**src/rtl/fetch_unit.sv**
```systemverilog
// Instruction-fetch stage: owns the PC, issues one synchronous-read request per cycle
// and pairs each returned word with its address for the IF/ID register.
module fetch_unit #(
   parameter logic [31:0] RESET_PC = 32'h0000_0000
) (
   input  logic        clk_i,
   input  logic        rst_i,
   input  logic        stall_i,
   input  logic        redirect_i,
   input  logic [31:0] redirect_pc_i,
   input  logic        pred_taken_i,
   input  logic [31:0] pred_target_i,
   output logic        imem_rden_o,
   output logic [31:0] imem_addr_o,
   input  logic [31:0] imem_data_i,
   output logic [31:0] instr_o,
   output logic [31:0] pc_o,
   output logic [31:0] pc_plus4_o,
   output logic        valid_o
);

   logic [31:0] pc_q, pc_d;
   logic [31:0] out_pc_q, out_pc_d;
   logic        out_valid_q, out_valid_d;
   logic [31:0] req_addr;
   logic        req_en;

   // Targets are word addresses; the low two bits are dropped by construction.
   logic unused_low_bits;
   assign unused_low_bits = ^{redirect_pc_i[1:0], pred_target_i[1:0]};

   always_comb begin
      req_addr = pc_q;
      if (redirect_i) begin
         req_addr = {redirect_pc_i[31:2], 2'b00};
      end else if (out_valid_q && pred_taken_i) begin
         req_addr = {pred_target_i[31:2], 2'b00};
      end

      // A redirect must be issued even while stalled so the target is next on the output.
      req_en = ~rst_i & (redirect_i | ~stall_i);

      pc_d        = pc_q;
      out_pc_d    = out_pc_q;
      out_valid_d = out_valid_q;
      if (req_en) begin
         pc_d        = req_addr + 32'd4;
         out_pc_d    = req_addr;
         out_valid_d = 1'b1;
      end
   end

   always_ff @(posedge clk_i) begin
      if (rst_i) begin
         pc_q        <= {RESET_PC[31:2], 2'b00};
         out_pc_q    <= 32'h0000_0000;
         out_valid_q <= 1'b0;
      end else begin
         pc_q        <= pc_d;
         out_pc_q    <= out_pc_d;
         out_valid_q <= out_valid_d;
      end
   end

   // While stalled the memory holds its read data, keeping instr_o paired with pc_o.
   assign imem_rden_o = req_en;
   assign imem_addr_o = req_addr;
   assign instr_o     = imem_data_i;
   assign pc_o        = out_pc_q;
   assign pc_plus4_o  = out_pc_q + 32'd4;
   assign valid_o     = out_valid_q;

endmodule

```
**config.mk**
```make
export PLATFORM = sky130hd
export DESIGN_NAME = fetch_unit
export DESIGN_NICKNAME = d
export VERILOG_FILES = /design/src/rtl/fetch_unit.sv
export SDC_FILE = /design/constraint.sdc
export NUM_CORES = 1
export LEC_CHECK = 0
export ABC_AREA = 1
export CORE_MARGIN = 8
export CORE_UTILIZATION = 30
export CTS_CLUSTER_SIZE = 30
export DETAILED_ROUTE_END_ITERATION = 8
export PLACE_DENSITY = 0.62
export RECOVER_POWER = 100
export SYNTH_ARGS = -nofsm -noshare
export SYNTH_HDL_FRONTEND = slang
export SYNTH_SLANG_ARGS = --single-unit
```
**constraint.sdc**
```tcl
create_clock -name clk_i -period 2.34 [get_ports clk_i]
set_input_delay 0.234 -clock clk_i [delete_from_list [all_inputs] [get_ports clk_i]]
set_output_delay 0.234 -clock clk_i [all_outputs]
set_load 0.01 [all_outputs]
```
==> results.md <==
Placement:
- The instance area after placement is 0.007353 mm2.
- The final weighted congestion in routability-driven placement is 0.8869.
- Detailed placement finished with a half-perimeter wire length of 15450 um.
- Input and output buffers added on the ports amount to 162.

STA:
- The pin slew with the least headroom to its limit is 688.1 ps.
- The final count of pins violating max slew is 0.
- For the final routed database, the setup TNS stands at 0 ps.
- Setup violations remaining at the end of the flow were counted as 0.
- For this run, the top clock speed supported by timing is 0.4500 GHz.
- Dividing the final minimum period by the clock period gives 94.97%.
- The final count of hold timing violations was 0.
- On the final layout, the worst clock skew is 5.757 ps.
- In this run the tightest slew margin relative to its limit is 53.64%.
- The time the worst path needs with I/O delays and setup is 2222 ps.
- Setup repair after global routing could not meet its margin everywhere.

Finish:
- The filler cell count is 1826.
- The area of all placed cells without fillers is 0.007799 mm2.
- The final-stage net count is 1168.
- The top cell types in the final layout, fill and taps aside, are nand2_1 (228), clkdlybuf4s50_1 (118), inv_1 (112).
- The area growth from synthesis to layout is 48.30%.
- The most common cell after layout, fill and taps aside is nand2_1.
- The fraction of final layout cells with drive strength greater than 1 is 20.30%.
- Once layout is complete, the utilization of the core stands at 45.25%.
- The count of antenna diodes in the layout is 0.

Global route:
- The number of global-route vias before repair is 5889.
- Entering global routing, the biggest net connects 36 pins.
- The remaining global-route overflow is 0.
- The initial antenna violation count is 0.
- The aggregate global-route resource usage is 17.31%.
- The global-route wire length before repair is 30620 um.

Worst setup path:
- Walking the worst path, the cells encountered are nand2_4 -> buf_4 -> nand2_1 -> nand3_1 -> nand2_1 -> buf_4 -> clkdlybuf4s50_1.
- The worst setup path is launched from a register.
- The number of buffers and inverters on the critical path is 3.
- The kind of end point of the critical path is an output port.
- The category of the most critical setup path is reg2out.
- On the critical path the largest part of the delay comes from buffers and inverters.
- The library cell contributing the largest single delay on the critical path is clkdlybuf4s50_1.
- Data arrives at the worst endpoint at 1990 ps.
- Along the worst path, the maximum fanout reaches 8.
- The delay of the slowest cell on the worst path is 530 ps.
- The data required time at the worst endpoint is 2110 ps.

Route:
- Once detail routing completed, the nets flagged for antenna violations numbered 0.
- After detailed routing, the average wire length per cell comes to 14.99 um.
- The wire length reported by the detailed router is 19400 um.
- The total number of vias is 6015.
- In this run, the number of DRC markers left after iteration 0 of detailed routing was 339.
- After detailed routing, the number of remaining DRC violations is 0.
- The first detailed-routing pass ran for 5 iterations.
- The post-detailed-route via-to-cell ratio is 4.648.

Die:
- In this run the count of I/O pins placed on the die edge is 231.
- The width of the die is 148.4 um.
- The floorplan step defined a core boundary enclosing 0.01724 mm2.
- Measured along the y axis, the die boundary spans 148.4 um.
- The floorplan step defined a die boundary enclosing 0.02202 mm2.
- The starting density of the core is 30.51%.
- The standard-cell row count is 48.

Logic synthesis:
- During synthesis, Yosys emitted a total of 0 warnings.
- The synthesized design contains 0 enable-type register cells.
- The post-synthesis average cell area is 6.031 um2.
- The synthesized flop and latch total is 63.
- Counting flops with an async set or reset pin after synthesis yields a share of 0%.
- Of the synthesized area, sequential elements account for 23.98%.
- The number of different library cells used by synthesis comes to 34.
- The gate count after technology mapping is 872.
- The post-synthesis net count is 975.
- For this run, the leading register cell type out of synthesis is dfxtp_1.
- In this run the cell area of the synthesized design comes to 0.005259 mm2.

Clock network:
- The number of clock sinks seen by CTS is 63.
- The CTS buffer count is 9.
- The TritonCTS clock tree is yes.
- In this run the number of H-tree levels came out at 3.
- The source-to-sink clock delay at the later pin of the worst-skew pair is 340 ps.
- The longest clock path from root to sink contains 2 buffers.
- The library cell used as clock root buffer is clkbuf_16.
- After clock tree synthesis, the clock-pin slew on the worst setup and hold paths is 50 ps.

Power and ir drop:
- The worst voltage drop across the vdd grid is 0.3639 mV.
- The static leakage power is 0.003760 uW.
- Dividing total power by cell area gives a power density of 524.3 mW/mm2.
- Total power for the finished layout comes to 4089 uW.

Run:
- The max-cap check violation count is 0.

Min path:
- The class of the worst hold path is in2out.

Outcome:
- The flow ran to the end, and the final reports show no timing, DRC or antenna violations.
[path summary, 6_finish.rpt]
check / start / endpoint / slack [ps] / cells past startpoint
worst min-delay path: imem_data_i[10] / instr_o[10] / 470 / 0
worst min register to register: pc_q[3] / pc_q[3] / 470 / 2
worst max register to register: valid_o / pc_q[27] / 380 / 13
worst max-delay path: valid_o / imem_addr_o[12] / 120 / 7
[synthesized netlist by cell type (all sizes together), types with 3 or more instances]
cell type | n | area share [%]
nor2 | 77 | 7.1
o211ai | 7 | 1.0
o31ai | 3 | 0.43
clkbuf | 16 | 1.1
or2 | 15 | 1.8
o21ai | 44 | 4.2
dfxtp | 63 | 24
a21oi | 35 | 3.3
nor3 | 9 | 1.0
nand3 | 119 | 12
buf | 59 | 8.4
nand2 | 257 | 20
xnor2 | 11 | 1.8
nand4 | 8 | 0.95
inv | 123 | 8.8
xor2 | 18 | 3.0
[registers in the layout, summed over array words and instances (netlist names)]
signal   cells
valid_o      1
pc_o        30
pc_q        32
[metrics by stage]
step	instances	worst slack [ps]	hold WS, ps
2_1_floorplan	872	231.2	445.4
3_5_place_dp	1272	-216.1	465.8
5_1_grt	1294	-14.51	468.0
3_3_place_gp	1272	-197.2	455.5
6_report	1294	117.7	468.0
4_1_cts	1292	-121.5	468.1
[area by class of cell]
cell class / instances / area, um2 / share of cell area (%)
timing repair buffer: 256 / 2275 / 29.17
timing repair inverter: 1 / 5.005 / 0.06417
multi-input combinational: 611 / 3158 / 40.49
sequential: 63 / 1269 / 16.27
clock buffer: 12 / 256.5 / 3.289
clock inverter: 3 / 90.09 / 1.155
tap: 225 / 281.5 / 3.610
inverter: 123 / 464.2 / 5.952
[power by group]
group | switching (uW) | internal [uW] | total [uW]
registers | 66.2 | 1170 | 1230
clock network | 494 | 1090 | 1590
logic | 675 | 596 | 1270
total | 1230 | 2850 | 4090
[metal layers]
metal  GRT usage (%)  vias to the layer above  wire (um)
met5               0                        -          0
met4           5.864                        0        391
met3           3.737                       26       1301
met2           28.74                      186       8969
met1           21.73                     2701       8732
li1                -                     3102          -
[cells by family (layout without fill, tap and decap cells)]
group	after synthesis	in the layout	share of synthesized area [%]
DFF	63	63	23.98
AOI/OAI and AO/OA	91	91	9.184
adders and majority gates	2	2	0.4758
buffers and inverters	198	395	18.32
and+or+nand+nor	489	489	43.21
xor gates and xnor gates	29	29	4.830
[timing repair]
| item | CTS | global route |
|---|---|---|
| gates cloned | 0 | 1 |
| buffers inserted | 5 | 1 |
| resized for setup | 53 | 34 |
| endpoints found under the setup margin | 23 | 23 |
| pin swaps | 7 | 9 |
| hold buffers | 0 | 0 |
Power figures use the tool's default switching activity.
